`config.mk`:
```
export PLATFORM = sky130hd
export DESIGN_NAME = hdmi_tx_link_seq_flat
export DESIGN_NICKNAME = d
export VERILOG_FILES = /design/src/rtl/hdmi_tx_link_seq_if.sv /design/src/rtl/hdmi_tx_link_seq.sv /design/src/flat_wrapper.sv
export SDC_FILE = /design/constraint.sdc
export NUM_CORES = 1
export LEC_CHECK = 0
export BUFFER_PORTS_ARGS = -buffer_cell sky130_fd_sc_hd__buf_2
export CORE_ASPECT_RATIO = 2
export CORE_UTILIZATION = 40
export DETAILED_ROUTE_END_ITERATION = 7
export SETUP_SLACK_MARGIN = 0.15
export SLEW_MARGIN = 30
export SYNTH_ARGS = -nofsm -noshare
export SYNTH_HDL_FRONTEND = slang
export SYNTH_SLANG_ARGS = --single-unit
export TNS_END_PERCENT = 50
```
`constraint.sdc`:
```
create_clock -name clk -period 1.7 [get_ports clk]
set_input_delay 0.34 -clock clk [delete_from_list [all_inputs] [get_ports clk]]
set_output_delay 0.34 -clock clk [all_outputs]
set_load 0.005 [all_outputs]
```
`src/rtl/hdmi_tx_link_seq_if.sv`:
```
// hdmi_tx_link_seq_if
//   Bundles the link-control signals of the TMDS transmit sequencer.
//   master : the side that drives enable, MMCM lock and raw HPD and observes
//            the sequencer outputs (register block / board wrapper / bench).
//   slave  : the sequencer itself.
//   Signals:
//     en_i, locked_i, hpd_i        control inputs to the sequencer
//     serdes_rst_o, idle_o,
//     video_en_o, ready_o          lane control / link status outputs
//     hpd_o                        debounced hot-plug level
//     state_o[2:0]                 current sequencer state encoding
interface hdmi_tx_link_seq_if;
  logic       en_i;
  logic       locked_i;
  logic       hpd_i;
  logic       serdes_rst_o;
  logic       idle_o;
  logic       video_en_o;
  logic       ready_o;
  logic       hpd_o;
  logic [2:0] state_o;

  modport master (
    output en_i, locked_i, hpd_i,
    input  serdes_rst_o, idle_o, video_en_o, ready_o, hpd_o, state_o
  );

  modport slave (
    input  en_i, locked_i, hpd_i,
    output serdes_rst_o, idle_o, video_en_o, ready_o, hpd_o, state_o
  );
endinterface

```
`src/rtl/hdmi_tx_link_seq.sv`:
```
// hdmi_tx_link_seq
//   Power-up and link sequencer for the HDMI/TMDS transmit path. Waits for a
//   qualified MMCM lock, releases the OSERDES lanes, sends a burst of control
//   symbols and only then lets pixel data through. Any loss of enable, sink
//   (debounced HPD) or lock drops the link back to a quiet state.
//   Ports:
//     clk   pixel clock, rising edge
//     rst   synchronous active-high reset
//     link  hdmi_tx_link_seq_if.slave
//           in : en_i, locked_i, hpd_i (raw, asynchronous)
//           out: serdes_rst_o, idle_o, video_en_o, ready_o, hpd_o, state_o
//   All outputs are flops; lane controls are decoded from the next state so
//   they change on the same edge as state_o.
module hdmi_tx_link_seq #(
  parameter int LOCK_WAIT_CYCLES    = 1024,
  parameter int SERDES_RST_CYCLES   = 16,
  parameter int CTRL_PERIOD_CYCLES  = 64,
  parameter int HPD_DEBOUNCE_CYCLES = 256
) (
  input  logic                clk,
  input  logic                rst,
  hdmi_tx_link_seq_if.slave   link
);

  function automatic int max3(input int a, input int b, input int c);
    int m;
    m = (a > b) ? a : b;
    return (m > c) ? m : c;
  endfunction

  localparam int MAX_DWELL = max3(LOCK_WAIT_CYCLES, SERDES_RST_CYCLES, CTRL_PERIOD_CYCLES);
  localparam int CNT_W     = $clog2(MAX_DWELL) + 1;
  localparam int DEB_W     = $clog2(HPD_DEBOUNCE_CYCLES) + 1;

  localparam logic [CNT_W-1:0] LOCK_LAST = CNT_W'(LOCK_WAIT_CYCLES - 1);
  localparam logic [CNT_W-1:0] SRST_LAST = CNT_W'(SERDES_RST_CYCLES - 1);
  localparam logic [CNT_W-1:0] CTRL_LAST = CNT_W'(CTRL_PERIOD_CYCLES - 1);
  localparam logic [DEB_W-1:0] DEB_LAST  = DEB_W'(HPD_DEBOUNCE_CYCLES - 1);

  typedef enum logic [2:0] {
    ST_OFF        = 3'd0,
    ST_WAIT_LOCK  = 3'd1,
    ST_SERDES_RST = 3'd2,
    ST_PREAMBLE   = 3'd3,
    ST_ACTIVE     = 3'd4
  } state_e;

  state_e             state_q, state_d;
  logic [CNT_W-1:0]   cnt_q, cnt_d;
  logic               sync1_q, sync1_d;
  logic               sync2_q, sync2_d;
  logic               hpd_q, hpd_d;
  logic [DEB_W-1:0]   deb_q, deb_d;
  logic               serdes_rst_q, serdes_rst_d;
  logic               idle_q, idle_d;
  logic               video_en_q, video_en_d;
  logic               ready_q, ready_d;

  // HPD: two-flop synchronizer, then a persistence counter that only runs
  // while the synchronized level disagrees with the accepted level.
  always_comb begin
    sync1_d = link.hpd_i;
    sync2_d = sync1_q;
    hpd_d   = hpd_q;
    deb_d   = '0;
    if (sync2_q != hpd_q) begin
      if (deb_q == DEB_LAST) begin
        hpd_d = sync2_q;
      end else begin
        deb_d = deb_q + DEB_W'(1);
      end
    end
  end

  // Next state. Enable/sink loss outranks lock loss, so a simultaneous
  // disable and unlock lands in OFF.
  always_comb begin
    state_d = state_q;
    case (state_q)
      ST_OFF: begin
        if (link.en_i && hpd_q) state_d = ST_WAIT_LOCK;
      end
      ST_WAIT_LOCK: begin
        if (!link.en_i || !hpd_q)                 state_d = ST_OFF;
        else if (link.locked_i && cnt_q == LOCK_LAST) state_d = ST_SERDES_RST;
      end
      ST_SERDES_RST: begin
        if (!link.en_i || !hpd_q)  state_d = ST_OFF;
        else if (!link.locked_i)   state_d = ST_WAIT_LOCK;
        else if (cnt_q == SRST_LAST) state_d = ST_PREAMBLE;
      end
      ST_PREAMBLE: begin
        if (!link.en_i || !hpd_q)  state_d = ST_OFF;
        else if (!link.locked_i)   state_d = ST_WAIT_LOCK;
        else if (cnt_q == CTRL_LAST) state_d = ST_ACTIVE;
      end
      ST_ACTIVE: begin
        if (!link.en_i || !hpd_q)  state_d = ST_OFF;
        else if (!link.locked_i)   state_d = ST_WAIT_LOCK;
      end
      default: state_d = ST_OFF;
    endcase
  end

  // Shared dwell counter: cleared on every state change; in WAIT_LOCK it
  // measures the current unbroken run of lock. OFF and ACTIVE have no dwell
  // limit, so the counter is parked at zero there and can never wrap.
  always_comb begin
    cnt_d = '0;
    if (state_d == state_q) begin
      case (state_q)
        ST_WAIT_LOCK:               cnt_d = link.locked_i ? cnt_q + CNT_W'(1) : '0;
        ST_SERDES_RST, ST_PREAMBLE: cnt_d = cnt_q + CNT_W'(1);
        default:                    cnt_d = '0;
      endcase
    end
  end

  // Output decode from the next state so outputs track state_o edge for edge.
  always_comb begin
    serdes_rst_d = 1'b1;
    idle_d       = 1'b1;
    video_en_d   = 1'b0;
    ready_d      = 1'b0;
    case (state_d)
      ST_PREAMBLE: begin
        serdes_rst_d = 1'b0;
      end
      ST_ACTIVE: begin
        serdes_rst_d = 1'b0;
        idle_d       = 1'b0;
        video_en_d   = 1'b1;
        ready_d      = 1'b1;
      end
      default: ;
    endcase
  end

  always_ff @(posedge clk) begin
    if (rst) begin
      state_q      <= ST_OFF;
      cnt_q        <= '0;
      sync1_q      <= 1'b0;
      sync2_q      <= 1'b0;
      hpd_q        <= 1'b0;
      deb_q        <= '0;
      serdes_rst_q <= 1'b1;
      idle_q       <= 1'b1;
      video_en_q   <= 1'b0;
      ready_q      <= 1'b0;
    end else begin
      state_q      <= state_d;
      cnt_q        <= cnt_d;
      sync1_q      <= sync1_d;
      sync2_q      <= sync2_d;
      hpd_q        <= hpd_d;
      deb_q        <= deb_d;
      serdes_rst_q <= serdes_rst_d;
      idle_q       <= idle_d;
      video_en_q   <= video_en_d;
      ready_q      <= ready_d;
    end
  end

  assign link.state_o      = state_q;
  assign link.serdes_rst_o = serdes_rst_q;
  assign link.idle_o       = idle_q;
  assign link.video_en_o   = video_en_q;
  assign link.ready_o      = ready_q;
  assign link.hpd_o        = hpd_q;

endmodule
```
`src/flat_wrapper.sv`:
```
// flat-port wrapper written by rule: the top's interface ports become plain ports
module hdmi_tx_link_seq_flat 
#(
  parameter int LOCK_WAIT_CYCLES    = 1024,
  parameter int SERDES_RST_CYCLES   = 16,
  parameter int CTRL_PERIOD_CYCLES  = 64,
  parameter int HPD_DEBOUNCE_CYCLES = 256
)
  (clk, rst, link_en_i, link_locked_i, link_hpd_i, link_serdes_rst_o, link_idle_o, link_video_en_o, link_ready_o, link_hpd_o, link_state_o);
  hdmi_tx_link_seq_if link_i ();
  input  logic clk;
  input  logic rst;
  input wire logic [$bits(link_i.en_i)-1:0] link_en_i;
  input wire logic [$bits(link_i.locked_i)-1:0] link_locked_i;
  input wire logic [$bits(link_i.hpd_i)-1:0] link_hpd_i;
  output wire logic [$bits(link_i.serdes_rst_o)-1:0] link_serdes_rst_o;
  output wire logic [$bits(link_i.idle_o)-1:0] link_idle_o;
  output wire logic [$bits(link_i.video_en_o)-1:0] link_video_en_o;
  output wire logic [$bits(link_i.ready_o)-1:0] link_ready_o;
  output wire logic [$bits(link_i.hpd_o)-1:0] link_hpd_o;
  output wire logic [$bits(link_i.state_o)-1:0] link_state_o;
  assign link_i.en_i = link_en_i;
  assign link_i.locked_i = link_locked_i;
  assign link_i.hpd_i = link_hpd_i;
  assign link_serdes_rst_o = link_i.serdes_rst_o;
  assign link_idle_o = link_i.idle_o;
  assign link_video_en_o = link_i.video_en_o;
  assign link_ready_o = link_i.ready_o;
  assign link_hpd_o = link_i.hpd_o;
  assign link_state_o = link_i.state_o;
  hdmi_tx_link_seq #(.LOCK_WAIT_CYCLES(LOCK_WAIT_CYCLES), .SERDES_RST_CYCLES(SERDES_RST_CYCLES), .CTRL_PERIOD_CYCLES(CTRL_PERIOD_CYCLES), .HPD_DEBOUNCE_CYCLES(HPD_DEBOUNCE_CYCLES)) u_core (.clk(clk), .rst(rst), .link(link_i));
endmodule
```
==> impl_summary.txt <==
----------------------------------------------------
[STA]
  Unrepaired setup endpoints after global routing ... true
  Final hold vios ... 0
  Shortest clock period the worst path allows after layout ... 1.737 ns
  Post-route setup slack ... -0.03661 ns
  Post-route worst hold slack ... 0.2909 ns
  Final setup skew ... 0.002855 ns
  Number of setup violations in the final report ... 7
  Relative slew slack ... 0.7384
  Transition time at the pin with the least slew margin ... 0.3883 ns
  Final Slew Violations ... 0
  Peak Freq ... 0.5758 GHz
  Final worst path period share ... 1.022

[Clock network]
  Clock Path Buffers ... 2
  Level count of the clock H-tree ... 2
  Sink Count ... 29
  Number of buffers inserted for hold repair after clock tree synthesis ... 0
  Clock latency of the later-clocked register in the worst-skew pair ... 0.28 ns
  Clock tree from TritonCTS ... done
  Total CTS buffers ... 5
  Clock transition at the registers of the reported paths ... 0.06 ns
  Root buf cell ... sky130_fd_sc_hd__clkbuf_8

[Synth]
  Synth top area share ... 0.4188
  Post-Syn Nets ... 162
  Share of flip-flops with an asynchronous set or reset after synthesis ... 0
  Count of different cell masters after synthesis ... 40
  Post-synth design cell area ... 1386 sq um
  Commonest cells in the netlist ... sky130_fd_sc_hd__dfxtp_1, sky130_fd_sc_hd__nand2_1, sky130_fd_sc_hd__nor2_1
  Most frequently used cell type in the post-synthesis netlist ... sky130_fd_sc_hd__dfxtp_1
  Most frequently used flop master after synthesis ... sky130_fd_sc_hd__dfxtp_1
  Number of warning messages in the yosys log ... 0
  Mean instance size in the synthesized netlist ... 9.002 sq um
  Number of enable-type register cells in the synthesized netlist ... 0
  Cell type with the highest aggregate area in the netlist ... sky130_fd_sc_hd__dfxtp_1
  Largest cells by area after synthesis ... sky130_fd_sc_hd__dfxtp_1, sky130_fd_sc_hd__a21oi_2, sky130_fd_sc_hd__xnor2_1
  Count of mapped cells out of synthesis ... 154
  Number of synthesized register bits ... 29
  Proportion of synthesized chip area in sequential cells ... 0.4188

[Status]
  Result of the run ... complete, but fails checks
  Failing checks ... design-rule violations, negative setup slack

[Floorplanning]
  Io pins ... 13
  Row Count ... 29
  Chip width ... 43.63 um
  Height of the chip ... 85.26 um
  Initial core utilization ... 0.4293
  Core ar. ... 3229 sq um
  Area of the die ... 3720 sq um

[Worst setup path]
  Crit path required time ... 1.91 ns
  Crit-path max FO ... 6
  Worst reg-to-reg setup slack ... -0.04 ns
  Worst Reg-to-Reg Cells ... 6
  Capturing element type of the critical path ... register
  Data arrival at the endpoint of the critical path ... 1.95 ns
  Startpoint of the lowest-slack register-to-register path ... u_core.cnt_q[0]
  Critical path class ... register to register
  FF-to-FF End ... u_core.cnt_q[8]
  Crit path launch type ... register

[Placed design]
  Global placement routability congestion ... 0.9215
  Count of buffers inserted at the top-level ports ... 12
  Placed wire-length estimate ... 2.554 mm
  Placement-stage worst setup slack ... -0.2615 ns

[GRT]
  Overall fraction of global-route tracks in use ... 0.2322
  Vias in the first global route ... 1446
  Wire length of the first global-routing pass ... 6.444 mm
  Global route overflow ... 0
  Antenna violations before repair ... 0
  Maximum number of pins on one net before global-route repair ... 12

[Route]
  DRC violation count after routing ... 1
  Post-detailed-route via-to-cell ratio ... 5.450
  Router iterations before antenna repair ... 6
  Routed Wire Length ... 3.961 mm
  Wire length per cell ... 16.37 um
  Routed vias ... 1319
  Antenna-violating nets left ... 0
  DRC marker count from the first detailed-route iteration ... 27

[Power]
  Clock network fraction of total power ... 0.444
  Power dissipated by switching net loads ... 258.5 uW
  Total internal power ... 1.012 mW
  Fraction of power spent switching nets ... 0.2034
  Power density of the placed cells ... 600.9 nW/um^2
  LEAKAGE ... 0.8241 nW
  Proportion of power drawn by combinational gates ... 0.019
  Reg power frac ... 0.537
  Peak supply drop ... 0.0005371 V

[Job]
  Maxcap violations ... 0

[Final layout]
  Diodes inserted ... 0
  Share of layout cells above drive strength 1 ... 0.5545
  Layout net count ... 219
  P&R area growth vs syn ... 52.53%
  End-of-flow core utilization ... 0.6548

[Worst hold path]
  Min-Delay Startpoint ... link_hpd_i
  Destination of the worst hold path ... u_core.sync1_q
  Worst hold-check path type ... input pin to register
  Worst hold stages ... 2

----------------------------------------------------
final cells by class:
type,instances,area [sq um]
flip-flops and latches,29,595.6
inverters,3,11.26
multi-input cells,117,975.9
repair buffers,55,406.6
fillers,266,1115
clock buffers,7,86.33
well taps,31,38.79
cell families after synthesis:
| family | synth area share |
|---|---|
| AO/OA/AOI/OAI | 0.1255 |
| XOR/XNOR | 0.1011 |
| adder cells (fa/ha/maj) | 0.02708 |
| buffers and inverters | 0.03339 |
| flip-flops | 0.4188 |
| multiplexers | 0.007221 |
| AND/OR/NAND/NOR | 0.2870 |
power groups by stage:
stage / registers [mW] / clock network, mW / logic [mW]
after floorplan: 0.698 / 0 / 0.00881
after global placement: 0.699 / 0 / 0.0204
after detailed placement: 0.699 / 0 / 0.0212
after CTS: 0.682 / 0.571 / 0.0230
after global routing: 0.682 / 0.607 / 0.0259
final: 0.682 / 0.564 / 0.0242
registers in the layout, indices dropped and copies added, names as in the netlist:
name,count
u_core.link.serdes_rst_o,1
u_core.link.idle_o,1
u_core.cnt_q,11
u_core.sync1_q,1
u_core.link.hpd_o,1
u_core.deb_q,9
u_core.link.state_o,3
u_core.link.video_en_o,1
u_core.sync2_q,1
how the worst max path moves through the flow:
stage                                 startpoint              end  slack, ns  cells past startpoint
after floorplan                  u_core.cnt_q[1]  u_core.cnt_q[7]       0.03                      7
after global placement    u_core.link.state_o[1]  u_core.cnt_q[0]      -0.24                      6
after detailed placement           link_locked_i  u_core.cnt_q[3]      -0.26                      6
after CTS                        u_core.cnt_q[1]  u_core.cnt_q[0]     -0.008                      6
after global routing             u_core.cnt_q[7]  u_core.cnt_q[8]      -0.10                      5
final                            u_core.cnt_q[0]  u_core.cnt_q[8]      -0.04                      6
cell usage in the layout, fill, tap and decap left out, drive strengths merged:
cell type   n
xnor2      10
mux2i       1
a31o        1
o311ai      1
and4b       2
nor3        2
or3         3
nor4b       2
nor4        4
o21ai       3
clkbuf      7
ha          3
and2b       1
and2        1
inv         3
xor2        6
nor2b       5
a211oi      1
dfxtp      29
nand4       3
nand4b      1
nor2       13
or2         1
or4         2
nand2      20
nand2b      1
buf        55
nand3       5
nor3b       2
a31oi       3
a21oi      14
a21o        1
and3        5
critical path, cell delays in order (launching register included):
cell and delay, ns:
sky130_fd_sc_hd__dfxtp_2 0.33, sky130_fd_sc_hd__ha_4 0.18, sky130_fd_sc_hd__nand3_2 0.09, sky130_fd_sc_hd__nor4_2 0.05, sky130_fd_sc_hd__a31o_4 0.25, sky130_fd_sc_hd__or4_4 0.60, sky130_fd_sc_hd__a21oi_2 0.17
stage by stage:
step | cell area, sq um | instances | total power [mW] | TNS [ns]
4_1_cts | 2028 | 238 | 1.277 | -0.01549
3_3_place_gp | 1722 | 221 | 0.7190 | -2.520
6_report | 2115 | 242 | 1.271 | -0.1237
3_5_place_dp | 1722 | 221 | 0.7200 | -2.769
2_1_floorplan | 1431 | 154 | 0.7073 | 0
5_1_grt | 2115 | 242 | 1.315 | -0.8023
routing by layer:
metal	track usage	routed length, um
met5	0	0
met1	0.2203	1434
met2	0.4423	2309
met3	0.03617	78
met4	0.1222	138
timing repair:
item / in CTS / in global routing
resized for setup: 31 / 11
endpoints found under the setup margin: 25 / 23
gates cloned: 2 / 0
setup buffers: 8 / 4
pin swaps: 6 / 9
Note: power is estimated with default switching activity, not from simulation.
